## config.mk

```make
export PLATFORM = sky130hd
export DESIGN_NAME = alu_unit_flat
export DESIGN_NICKNAME = d
export VERILOG_FILES = /design/src/rtl/alu_pkg.sv /design/src/rtl/alu_if.sv /design/src/rtl/alu_core.sv /design/src/rtl/alu_unit.sv /design/src/flat_wrapper.sv
export SDC_FILE = /design/constraint.sdc
export NUM_CORES = 1
export LEC_CHECK = 0
export BUFFER_PORTS_ARGS = -buffer_cell sky130_fd_sc_hd__buf_4
export CAP_MARGIN = 20
export CELL_PAD_IN_SITES_DETAIL_PLACEMENT = 2
export CELL_PAD_IN_SITES_GLOBAL_PLACEMENT = 2
export CORE_MARGIN = 2
export CORE_UTILIZATION = 39
export DETAILED_ROUTE_END_ITERATION = 16
export PLACE_DENSITY_LB_ADDON = 0.12
export SYNTH_ARGS = -nofsm -noshare
export SYNTH_HDL_FRONTEND = slang
export SYNTH_HIERARCHICAL = 1
export SYNTH_SLANG_ARGS = --single-unit
export TNS_END_PERCENT = 5
```

## constraint.sdc

```tcl
create_clock -name clk -period 1.3 [get_ports clk]
set_clock_uncertainty 0.15 [all_clocks]
set_input_delay 0.26 -clock clk [delete_from_list [all_inputs] [get_ports clk]]
set_output_delay 0.26 -clock clk [all_outputs]
set_load 0.005 [all_outputs]
```

## src/rtl/alu_pkg.sv

```systemverilog
//------------------------------------------------------------------------------
// alu_pkg : opcode encodings and default datapath width for alu_unit
// Rev 1.0
//------------------------------------------------------------------------------
`default_nettype none

package alu_pkg;

  localparam int ALU_WIDTH = 32;

  localparam logic [3:0] ALU_ADD = 4'b0000;
  localparam logic [3:0] ALU_SUB = 4'b0001;
  localparam logic [3:0] ALU_AND = 4'b0010;
  localparam logic [3:0] ALU_SLT = 4'b0011;
  localparam logic [3:0] ALU_DIV = 4'b0100;
  localparam logic [3:0] ALU_REM = 4'b0101;
  localparam logic [3:0] ALU_SLL = 4'b0110;
  localparam logic [3:0] ALU_SRL = 4'b0111;
  localparam logic [3:0] ALU_SRA = 4'b1000;
  localparam logic [3:0] ALU_BEQ = 4'b1001;
  localparam logic [3:0] ALU_BLT = 4'b1010;

endpackage

`default_nettype wire

```

## src/rtl/alu_if.sv

```systemverilog
//------------------------------------------------------------------------------
// alu_if : request/response bundle between the execute stage and alu_unit
// Rev 1.0
//------------------------------------------------------------------------------
`default_nettype none

interface alu_if
  import alu_pkg::*;
#(
  parameter int WIDTH = ALU_WIDTH
) ();

  logic             in_valid;
  logic [WIDTH-1:0] srcA;
  logic [WIDTH-1:0] srcB;
  logic [3:0]       Alu_Control;
  logic             out_valid;
  logic [WIDTH-1:0] result;
  logic             zero;
  logic             hero;

  modport master (
    output in_valid, srcA, srcB, Alu_Control,
    input  out_valid, result, zero, hero
  );

  modport slave (
    input  in_valid, srcA, srcB, Alu_Control,
    output out_valid, result, zero, hero
  );

endinterface

`default_nettype wire

```

## src/rtl/alu_core.sv

```systemverilog
//------------------------------------------------------------------------------
// alu_core : combinational result/zero/hero for one ALU operation.
// Optional macro ALU_DIV_EN adds the signed divide/remainder datapath.
// Rev 1.0
//------------------------------------------------------------------------------
`default_nettype none

module alu_core
  import alu_pkg::*;
#(
  parameter int WIDTH = ALU_WIDTH
) (
  input  logic [WIDTH-1:0] src_a,
  input  logic [WIDTH-1:0] src_b,
  input  logic [3:0]       op,
  output logic [WIDTH-1:0] result,
  output logic             zero,
  output logic             hero
);

  localparam int SHW = $clog2(WIDTH);

  logic           w_lt;
  logic [SHW-1:0] w_shamt;

  assign w_lt    = $signed(src_a) < $signed(src_b);
  assign w_shamt = src_b[SHW-1:0];

`ifdef ALU_DIV_EN
  localparam logic [WIDTH-1:0] C_MIN = {1'b1, {(WIDTH-1){1'b0}}};

  logic [WIDTH-1:0] w_quot;
  logic [WIDTH-1:0] w_rem;

  // Divide-by-zero and MIN/-1 overflow get fixed, well-defined results
  always_comb begin
    w_quot = '1;
    w_rem  = src_a;
    if (src_b == '0) begin
      w_quot = '1;
      w_rem  = src_a;
    end else if ((src_a == C_MIN) && (src_b == '1)) begin
      w_quot = C_MIN;
      w_rem  = '0;
    end else begin
      w_quot = $unsigned($signed(src_a) / $signed(src_b));
      w_rem  = $unsigned($signed(src_a) % $signed(src_b));
    end
  end
`endif

  always_comb begin
    result = '0;
    case (op)
      ALU_ADD: result = src_a + src_b;
      ALU_SUB: result = src_a - src_b;
      ALU_AND: result = src_a & src_b;
      ALU_SLT: result = {{(WIDTH-1){1'b0}}, w_lt};
`ifdef ALU_DIV_EN
      ALU_DIV: result = w_quot;
      ALU_REM: result = w_rem;
`endif
      ALU_SLL: result = src_a << w_shamt;
      ALU_SRL: result = src_a >> w_shamt;
      ALU_SRA: result = $unsigned($signed(src_a) >>> w_shamt);
      ALU_BEQ: result = src_a - src_b;
      ALU_BLT: result = src_a - src_b;
      default: result = '0;
    endcase
  end

  assign zero = (result == '0);
  assign hero = (op == ALU_BLT) && w_lt;

endmodule

`default_nettype wire

```

## src/rtl/alu_unit.sv

```systemverilog
//------------------------------------------------------------------------------
// alu_unit : registered 32-bit execute-stage ALU, 1-cycle latency, full rate.
// Optional macro ALU_DIV_EN enables DIV/REM opcodes.
// Rev 1.0
//------------------------------------------------------------------------------
`default_nettype none

module alu_unit
  import alu_pkg::*;
#(
  parameter int WIDTH = ALU_WIDTH
) (
  input  logic clk,
  input  logic rst_n,
  alu_if.slave bus
);

  logic [WIDTH-1:0] w_result;
  logic             w_zero;
  logic             w_hero;

  logic             r_valid;
  logic [WIDTH-1:0] r_result;
  logic             r_zero;
  logic             r_hero;

  alu_core #(
    .WIDTH (WIDTH)
  ) u_core (
    .src_a  (bus.srcA),
    .src_b  (bus.srcB),
    .op     (bus.Alu_Control),
    .result (w_result),
    .zero   (w_zero),
    .hero   (w_hero)
  );

  // Data registers only load on valid input so they hold across idle cycles
  always_ff @(posedge clk or negedge rst_n) begin
    if (!rst_n) begin
      r_valid  <= 1'b0;
      r_result <= '0;
      r_zero   <= 1'b0;
      r_hero   <= 1'b0;
    end else begin
      r_valid <= bus.in_valid;
      if (bus.in_valid) begin
        r_result <= w_result;
        r_zero   <= w_zero;
        r_hero   <= w_hero;
      end
    end
  end

  assign bus.out_valid = r_valid;
  assign bus.result    = r_result;
  assign bus.zero      = r_zero;
  assign bus.hero      = r_hero;

endmodule

`default_nettype wire

```

## src/flat_wrapper.sv

```systemverilog
// flat-port wrapper written by rule: the top's interface ports become plain ports
module alu_unit_flat import alu_pkg::*;
#(
  parameter int WIDTH = ALU_WIDTH
)
  (clk, rst_n, bus_in_valid, bus_srcA, bus_srcB, bus_Alu_Control, bus_out_valid, bus_result, bus_zero, bus_hero);
  alu_if #(.WIDTH(WIDTH)) bus_i ();
  input  logic clk;
  input  logic rst_n;
  input wire logic [$bits(bus_i.in_valid)-1:0] bus_in_valid;
  input wire logic [$bits(bus_i.srcA)-1:0] bus_srcA;
  input wire logic [$bits(bus_i.srcB)-1:0] bus_srcB;
  input wire logic [$bits(bus_i.Alu_Control)-1:0] bus_Alu_Control;
  output wire logic [$bits(bus_i.out_valid)-1:0] bus_out_valid;
  output wire logic [$bits(bus_i.result)-1:0] bus_result;
  output wire logic [$bits(bus_i.zero)-1:0] bus_zero;
  output wire logic [$bits(bus_i.hero)-1:0] bus_hero;
  assign bus_i.in_valid = bus_in_valid;
  assign bus_i.srcA = bus_srcA;
  assign bus_i.srcB = bus_srcB;
  assign bus_i.Alu_Control = bus_Alu_Control;
  assign bus_out_valid = bus_i.out_valid;
  assign bus_result = bus_i.result;
  assign bus_zero = bus_i.zero;
  assign bus_hero = bus_i.hero;
  alu_unit #(.WIDTH(WIDTH)) u_core (.clk(clk), .rst_n(rst_n), .bus(bus_i));
endmodule
```

==> flow_summary.yaml, run 1 <==
status:
  lastStage: "3_5_place_dp"
  error: "[ERROR DPL-0033] detailed placement checks failed during check placement."
  status: "did not finish"
die:
  io_pins: 106
  rows: 59
  fp.dieW_um: 167
  initial_core_util_pct: 39.9
  fp.dieH_um: 167
synthesis:
  dominantRegCellSynth: "dfrtp_1"
  synth-seq-cells: 35
  ys_async_sr_fraction_pct: 100
  syn_avg_cell_area_um2: 7.71
  synth_area_um2: 10400
  synth_cell_types: 91
  yosys.area.top_type: "mux4_2"
  synth_nets: 1490
  synth_cells: 1352
  yosysSeqAreaShare_pct: 8.41
  synth.top_cells.by_area: "mux4_2, dfrtp_1, ha_1"
  synth_edf_count: 0
  yosys.area.top_type_share_pct: 10.6
  synth_warnings: 6
placement:
  routabilityCongestion: 1.08
  port-buffer-count: 105
  dp_hpwl_um: 63500
-- Yosys cell counts, drive strengths merged, types with 12 or more instances --
library cell	n
nor2	116
mux2i	55
clkbuf	69
a211oi	30
a21o	17
nand4	18
mux4	50
o31ai	12
dfrtp	35
a31oi	22
nor4	15
nor3	35
nand2	117
ha	65
o22ai	16
nand3	24
buf	38
a221oi	20
o221ai	13
inv	70
a21oi	110
o21ai	80
o211ai	23
a221o	15
mux2	61
nor2b	17
nand2b	18
and2	12
-- cell families after synthesis --
logic type | count (synthesis) | share of synthesized area [%]
compound gates | 473 | 31.4
simple gates | 427 | 20.1
buf+inv | 178 | 7.58
mux | 166 | 23.8
fa+ha+maj | 67 | 8.19
flops | 35 | 8.41
xor+xnor | 6 | 0.504
-- stage by stage --
step / std cells / hold WS (ps) / setup TNS (ps)
global placement: 2282 / 76.9 / -74050
floorplan: 1352 / -186 / -61670
==> run 2, diff against run 1 <==
CELL_PAD_IN_SITES_DETAIL_PLACEMENT = default   (was 2)
CELL_PAD_IN_SITES_GLOBAL_PLACEMENT = default   (was 2)
CORE_UTILIZATION = 34   (was 39)
PLACE_DENSITY_LB_ADDON = 0.15   (was 0.12)
==> run 2 against run 1 <==
The flow now finishes, with violations (setup timing). Synthesized cell count unchanged. Synthesized area unchanged.
==> flow_summary.yaml, run 2 <==
detailed_routing:
  dr_wl_met3_um: 5180
  ant_nets: 0
  dr.pass1.iters: 6
  via_count: 14300
  wl_met1_um: 25100
  avgRoutedWirePerCell_um: 25.5
  drc_errors: 0
  wl_um: 59700
  routed.top_layer: "met4"
  drt_iter0_markers: 1489
  wl_met2_um: 26300
  via_per_inst: 6.12
setup_path:
  worstSetupStartpointType: "input port"
  crit_family: "simple AND/OR/NAND/NOR gates"
  slowest_stage: "mux4_2"
  arrival_ps: 4240
  critPathKind: "in2reg"
  crit_chain: "buf_4, buf_12, mux2_2, mux4_2, and3_4, a221oi_2, nand3_1, or4_4, or4b_1, or4b_4, nor4_2, nand4b_1, nor4b_2, mux2_4"
  worstSetupEndpointType: "flip-flop"
  path_buf_inv: 2
  cp_data_required_time_ps: 1380
  path_max_fanout: 15
  max_stage_delay_ps: 540
pwr:
  ir_drop_uv: 488
  powerDensity_nw_per_um2: 638
  p_leak_uw: 0.00758
timing:
  rsz0062_at_grt: "yes"
  setup_viol: 34
  min_period_over_period_pct: 320
  slew_violations: 0
  finalHoldViolCount: 0
  relSlewSlack_pct: 22.2
  fin_ws_ps: -2870
  worst_slew_pin_slew_ps: 1160
  tns_ps: -60520
  finalCriticalPeriod_ps: 4170
  max_freq_ghz: 0.240
  timing.hold.ws_ps: 163
status:
  status: "finished, violations left"
  failed_checks: "setup timing"
clock_network:
  cts_max_level: 2
  clockRootBuffer: "clkbuf_16"
  insertion_delay_ps: 280
  numCtsBuffers: 5
  clock_sinks: 35
  clk_pin_slew_ps: 50
  cts_buffer_depth: 2
  cts_tree: "yes"
final_layout:
  final_cell_mix: "buf_4, nand2_1, nor2_1"
  n_antenna_cell: 0
  final_common_cell: "buf_4"
  drive_above_1_share_pct: 47.4
  nets: 2081
  largest_reg_flops: 32
  syn2layout_area_growth_pct: 58.8
synthesis:
  yosysMostFrequentCell: "nand2_1"
  yosys.area.top_type: "mux4_2"
  synth_nets: 1490
  synth-seq-cells: 35
  dominantRegCellSynth: "dfrtp_1"
  synth_cell_types: 91
  synth_edf_count: 0
  yosys.area.top_type_share_pct: 10.6
  synth_cells: 1352
  synth.top_cells.by_count: "nand2_1, nor2_1, a21oi_1"
  synth_area_um2: 10400
  syn_avg_cell_area_um2: 7.71
  synth.top_cells.by_area: "mux4_2, dfrtp_1, ha_1"
  synth_warnings: 6
  yosysSeqAreaShare_pct: 8.41
  ys_async_sr_fraction_pct: 100
global_route:
  grt_antenna_before_repair: 0
  grt_pass1_wl_um: 87600
  grt.total_usage_pct: 36.8
  grt_max_degree: 37
  overflow: 0
  grt_pass1_vias: 13900
die:
  fp.dieW_um: 179
  io_pins: 106
  fp.dieH_um: 179
  rows: 64
  dieArea_um2: 32100
  initial_core_util_pct: 34.3
  coreArea_um2: 30300
placement:
  port-buffer-count: 105
  routabilityCongestion: 1.04
  dp_hpwl_um: 49400
min_path:
  min-delay-path-class: "in2reg"
flow_run:
  maxCapViolations: 0
==> run 2: cell counts after synthesis <==
Identical to the previous run, type by type.
==> run 2: worst paths after layout <==
| path | from | to | slack (ps) | depth (start not counted) |
|---|---|---|---|---|
| max | bus_srcB[2] | u_core/bus.zero$_DFFE_PN0P_ | -2870 | 14 |
| max reg2reg | u_core/bus.result[27]$_DFFE_PN0P_ | u_core/bus.result[27]$_DFFE_PN0P_ | 370 | 1 |
| max in group asynchronous | rst_n | u_core/bus.result[7]$_DFFE_PN0P_ | 360 | 2 |
| min reg2reg | u_core/bus.result[29]$_DFFE_PN0P_ | u_core/bus.result[29]$_DFFE_PN0P_ | 360 | 1 |
| min | bus_in_valid | u_core/bus.out_valid$_DFF_PN0_ | 160 | 2 |
| min in group asynchronous | rst_n | u_core/bus.result[26]$_DFFE_PN0P_ | 320 | 2 |
==> run 2: kinds of logic (layout without fill, tap and decap cells) <==
group,Yosys count,count (layout),share of synthesized area (%)
flip-flops,35,35,8.41
AO/OA/AOI/OAI,473,473,31.4
buffers and inverters,178,770,7.58
multiplexers,166,166,23.8
adder cells (fa/ha/maj),67,67,8.19
AND/OR/NAND/NOR,427,427,20.1
XOR/XNOR,6,6,0.504
==> run 2: area by class of cell <==
type,count,area (um^2)
Fill cell,3022,13800
Sequential cell,35,876
Clock buffer,8,156
Multi-Input combinational cell,1139,9370
Tap cell,396,495
Inverter,71,269
Timing Repair Buffer,691,5380
==> run 2: where the power goes <==
part | switching [uW] | internal [uW] | total, uW
clock network | 469 | 816 | 1280
registers | 112 | 1290 | 1400
logic | 3970 | 3900 | 7870
total | 4550 | 6010 | 10600
==> run 2: routing by layer <==
| metal | vias to the layer above | GRT usage, % |
|---|---|---|
| met4 | 0 | 16.4 |
| met3 | 137 | 8.12 |
| met2 | 714 | 57.5 |
| met1 | 7008 | 48.5 |
| met5 | - | 0 |
| li1 | 6454 | - |
==> run 2: per-stage QoR <==
step,instance area (um^2),instances,utilization [%],power (uW),setup WS (ps)
3_5_place_dp,15800,2328,52.0,8740,-3360
6_report,16500,2340,54.5,10600,-2870
2_1_floorplan,10500,1352,-,4710,-3000
3_3_place_gp,15800,2328,52.0,8730,-3320
5_1_grt,16500,2340,54.5,11100,-2980
4_1_cts,16300,2337,53.8,10300,-2860
==> run 2: repair_timing <==
item / CTS / global route
hold buffers: 1 / 0
endpoints found under the hold margin: 35 / 0
setup endpoints to repair: 34 / 34
pin swaps: 9 / 12
setup buffers: 0 / 3
resized for setup: 90 / 43
No activity file was read; power rests on OpenSTA's default activity.
==> run 3, diff against run 2 <==
CTS_CLUSTER_SIZE = 40   (was default)
SKIP_CTS_REPAIR_TIMING = 1   (was default)
TNS_END_PERCENT = 10   (was 5)
==> run 3 against run 2 <==
The flow still finishes with violations (setup timing). Setup slack gained 90 ps. Wire length shrank 0.52%. Via count grew 0.28%. Sequential power is essentially flat. Clock-buffer cell count shrank 1. Critical path type unchanged.
==> flow_summary.yaml, run 3 (synthesis gave the netlist of run 2 again) <==
status:
  status: "finished, violations left"
  failed_checks: "setup timing"
placement:
  routabilityCongestion: 1.10
  placed_cells: 2335
  dp_hpwl_um: 49100
  dpl_cell_area_um2: 15900
  port-buffer-count: 105
detailed_routing:
  ant_nets: 0
  routed.top_layer: "met4"
  wl_met2_um: 26400
  drt_iter0_markers: 1497
  drc_errors: 0
  dr_wl_met3_um: 4570
  wl_um: 59400
  avgRoutedWirePerCell_um: 25.2
  dr.pass1.iters: 6
  wl_met1_um: 25000
  via_count: 14400
  via_per_inst: 6.09
die:
  fp.dieH_um: 179
  io_pins: 106
  initial_core_util_pct: 34.3
  fp.dieW_um: 179
  coreArea_um2: 30300
  dieArea_um2: 32100
  rows: 64
pwr:
  powerDensity_nw_per_um2: 632
  ir_drop_uv: 579
  p_leak_uw: 0.00773
clock_network:
  cts_buffer_depth: 2
  cts_tree: "yes"
  clock_sinks: 35
  clk_pin_slew_ps: 60
  numCtsBuffers: 5
  cts_max_level: 2
  insertion_delay_ps: 280
  clockRootBuffer: "clkbuf_16"
timing:
  relSlewSlack_pct: 25.9
  min_period_over_period_pct: 313
  fin_ws_ps: -2780
  finalHoldViolCount: 0
  rsz0062_at_grt: "yes"
  setup_viol: 34
  slew_violations: 0
  finalCriticalPeriod_ps: 4080
  max_freq_ghz: 0.245
  worst_slew_pin_slew_ps: 1110
final_layout:
  nets: 2096
  final_cell_mix: "buf_4, nor2_1, nand2_1"
  largest_reg_flops: 32
  seq_area_um2: 876
  drive_above_1_share_pct: 48.9
  final_core_util_pct: 56.0
  n_antenna_cell: 0
  finalNonFillerCells: 2355
  syn2layout_area_growth_pct: 63.0
  fin_area_um2: 17000
  final_common_cell: "buf_4"
  fillers: 2923
  multi_input_area_um2: 9600
setup_path:
  arrival_ps: 4150
  r2r-end: "u_core/bus.result[12]$_DFFE_PN0P_"
  cp_data_required_time_ps: 1370
  r2r-start: "u_core/bus.result[12]$_DFFE_PN0P_"
  path_max_fanout: 12
  r2r_slack_ps: 370
  rr_worst_depth: 1
  critPathKind: "in2reg"
  worstSetupEndpointType: "flip-flop"
  worstSetupStartpointType: "input port"
global_route:
  grt_pass1_wl_um: 87000
  grt_antenna_before_repair: 1
  grt_pass1_vias: 13700
  grt.total_usage_pct: 36.4
  grt_max_degree: 36
  overflow: 0
min_path:
  min_to: "u_core/bus.out_valid$_DFF_PN0_"
  whs_path_depth: 2
  min_from: "bus_in_valid"
  min-delay-path-class: "in2reg"
flow_run:
  maxCapViolations: 0
run 3: cell count changes in the layout (fill, tap and decap cells not counted), moves of 3 or more:
cell,change
buf_12,+5
a31oi_4,+3
ha_1,-5
a221oi_1,-3
nand2_2,+3
nand2_1,-4
buf_6,+10
ha_4,+6
o21ai_0,-5
mux2i_1,+4
a31oi_1,-3
o21ai_1,+6
run 3: worst max-delay path: stages:
cell and delay [ps]:
buf_12 130, buf_4 150, mux4_2 540, mux2i_2 240
a32oi_2 110, a32oi_1 210, o211ai_1 160, or4_1 580
or4b_1 500, or4b_4 540, nor4_2 150, nand4b_1 130
nor4b_2 260, mux2_4 180
run 3: power breakdown:
part	switching (uW)	leakage (uW)	internal [uW]
Combinational	4060	0.00722	4110
Clock	443	0.0000679	708
Sequential	119	0.000442	1290
Total	4620	0.00773	6110
run 3: per-stage QoR:
stage	setup WS, ps	hold slack [ps]	total power (uW)	setup TNS (ps)
final	-2780	158	10700	-56510
after global routing	-2970	161	11300	-59280
after CTS	-3250	-210	10100	-65810
after detailed placement	-3540	95.0	8870	-75570
after global placement	-3520	89.7	8830	-75130
after floorplan	-3000	-186	4730	-61080
run 3: worst max-delay path by stage:
stage,startpoint,endpoint,slack (ps)
after floorplan,bus_srcB[1],u_core/bus.zero$_DFFE_PN0P_,-3000
after global placement,bus_srcB[0],u_core/bus.zero$_DFFE_PN0P_,-3520
after detailed placement,bus_srcB[0],u_core/bus.zero$_DFFE_PN0P_,-3540
after CTS,bus_srcB[0],u_core/bus.zero$_DFFE_PN0P_,-3250
after global routing,bus_srcB[0],u_core/bus.zero$_DFFE_PN0P_,-2970
final,bus_srcB[0],u_core/bus.zero$_DFFE_PN0P_,-2780
run 3: final cells by class:
cell class,count,share of cell area [%]
tap,396,2.92
inverter,71,1.60
multi-input combinational,1139,56.5
timing repair buffer,706,33.0
clock buffer,7,0.781
sequential,35,5.16
clock inverter,1,0.0295
run 3: layer usage:
layer	GRT usage (%)	vias up
li1	-	6484
met5	0	-
met1	50.2	6999
met3	3.82	151
met4	14.4	0
met2	58.0	719
==> run 4, diff against run 3 <==
BUFFER_PORTS_ARGS = -buffer_cell sky130_fd_sc_hd__buf_2   (was -buffer_cell sky130_fd_sc_hd__buf_4)
==> run 4 against run 3 <==
The run still ends with setup timing left. Power up 0.60%. Sequential cell count stayed put. Register-to-register slack about the same. Cell area fell by 0.74%. Setup slack lost 120 ps. Final cell count increased by 0.42%. Non-clock buffer count rose by 10.
==> flow_summary.yaml, run 4 (synthesis gave the netlist of run 2 again) <==
detailed_routing:
  ant_nets: 0
  drc_errors: 0
  via_count: 14200
  drt_iter0_markers: 1333
  via_per_inst: 6.02
  avgRoutedWirePerCell_um: 24.8
  dr.pass1.iters: 8
  wl_um: 58700
final_layout:
  seq_area_um2: 876
  fin_area_um2: 16900
  nets: 2106
  largest_reg_flops: 32
  drive_above_1_share_pct: 50.1
  fillers: 2949
  n_antenna_cell: 0
  final_cell_mix: "buf_4, nand2_1, nor2_1"
  syn2layout_area_growth_pct: 61.8
  finalNonFillerCells: 2365
  multi_input_area_um2: 9670
  final_common_cell: "buf_4"
clock_network:
  clk_pin_slew_ps: 60
  insertion_delay_ps: 290
  cts_tree: "yes"
  clock_sinks: 35
  cts_buffer_depth: 2
  cts_max_level: 2
  numCtsBuffers: 5
  clockRootBuffer: "clkbuf_16"
placement:
  dpl_cell_area_um2: 15700
  port-buffer-count: 105
  routabilityCongestion: 1.05
  place_ws_ps: -3620
  placed_cells: 2347
  dp_hpwl_um: 48800
pwr:
  powerDensity_nw_per_um2: 640
  p_leak_uw: 0.00772
  fin_total_pwr_uw: 10800
  ir_drop_uv: 535
setup_path:
  worstSetupStartpointType: "input port"
  rr_worst_depth: 1
  path_max_fanout: 19
  arrival_ps: 4270
  worstSetupEndpointType: "flip-flop"
  critPathKind: "in2reg"
  cp_data_required_time_ps: 1380
min_path:
  min-delay-path-class: "in2reg"
  whs_path_depth: 2
timing:
  worst_slew_pin_slew_ps: 1040
  timing.hold.ws_ps: 180
  min_period_over_period_pct: 323
  fin_ws_ps: -2900
  relSlewSlack_pct: 30.7
  finalCriticalPeriod_ps: 4200
  setup_viol: 34
  slew_violations: 0
  finalHoldViolCount: 0
  rsz0062_at_grt: "yes"
  max_freq_ghz: 0.238
die:
  fp.dieW_um: 179
  coreArea_um2: 30300
  initial_core_util_pct: 34.3
  io_pins: 106
  rows: 64
  fp.dieH_um: 179
  dieArea_um2: 32100
status:
  status: "finished, violations left"
  failed_checks: "setup timing"
global_route:
  grt_antenna_before_repair: 0
  grt_pass1_wl_um: 85200
  grt.total_usage_pct: 35.7
  grt_max_degree: 36
  overflow: 0
  grt_pass1_vias: 13600
flow_run:
  maxCapViolations: 0
run 4: cell count changes in the layout (fill, tap and decap cells not counted), moves of 5 or more:
cell / before / now
ha_1: 52 / 43
ha_4: 11 / 16
buf_2: 0 / 97
a21oi_2: 12 / 17
buf_12: 17 / 11
a211oi_2: 5 / 10
buf_4: 669 / 587
a21oi_1: 96 / 91
run 4: power by group:
part           internal, uW  switching (uW)  total (uW)
Combinational          3930            4030        7960
Sequential             1290             107        1400
Clock                   954             489        1440
run 4: final cells by class:
class                           count  area share (%)
Sequential cell                    35            5.19
Clock buffer                        6           0.824
Multi-Input combinational cell   1139            57.3
Clock inverter                      2           0.208
Timing Repair Buffer              716            31.9
Tap cell                          396            2.94
Inverter                           71            1.60
run 4: layer usage:
layer  vias to the layer above  wire, um  track usage (%)
li1                       6515         -                -
met1                      6892     25600             48.9
met2                       697     25600             56.1
met3                       129      4180             4.54
met4                         0      3370             15.5
met5                         -         0                0
run 4: per-stage QoR:
stage	TNS, ps	utilization (%)
6_report	-56550	55.6
5_1_grt	-59140	55.6
4_1_cts	-66730	52.2
3_5_place_dp	-76570	51.6
3_3_place_gp	-75640	51.6
2_1_floorplan	-61080	-
run 4: worst paths after layout:
kind,start,endpoint,slack [ps]
min in group asynchronous,rst_n,u_core/bus.result[23]$_DFFE_PN0P_,310
setup / recovery,bus_srcB[1],u_core/bus.zero$_DFFE_PN0P_,-2900
hold / removal,bus_in_valid,u_core/bus.out_valid$_DFF_PN0_,180
max in group asynchronous,rst_n,u_core/bus.result[4]$_DFFE_PN0P_,490
setup reg to reg,u_core/bus.result[5]$_DFFE_PN0P_,u_core/bus.result[5]$_DFFE_PN0P_,370
hold reg to reg,u_core/bus.hero$_DFFE_PN0P_,u_core/bus.hero$_DFFE_PN0P_,360
run 4: critical path, stage by stage:
cell and delay [ps]:
buf_2 180, buf_4 300, buf_4 190, mux4_2 360
nand2_1 120, nor2_1 70, a311oi_1 290, nand3_1 150
or4_4 450, or4b_4 490, or4b_4 580, nor4_4 270
nand4b_1 130, nor4b_2 260, mux2_4 170
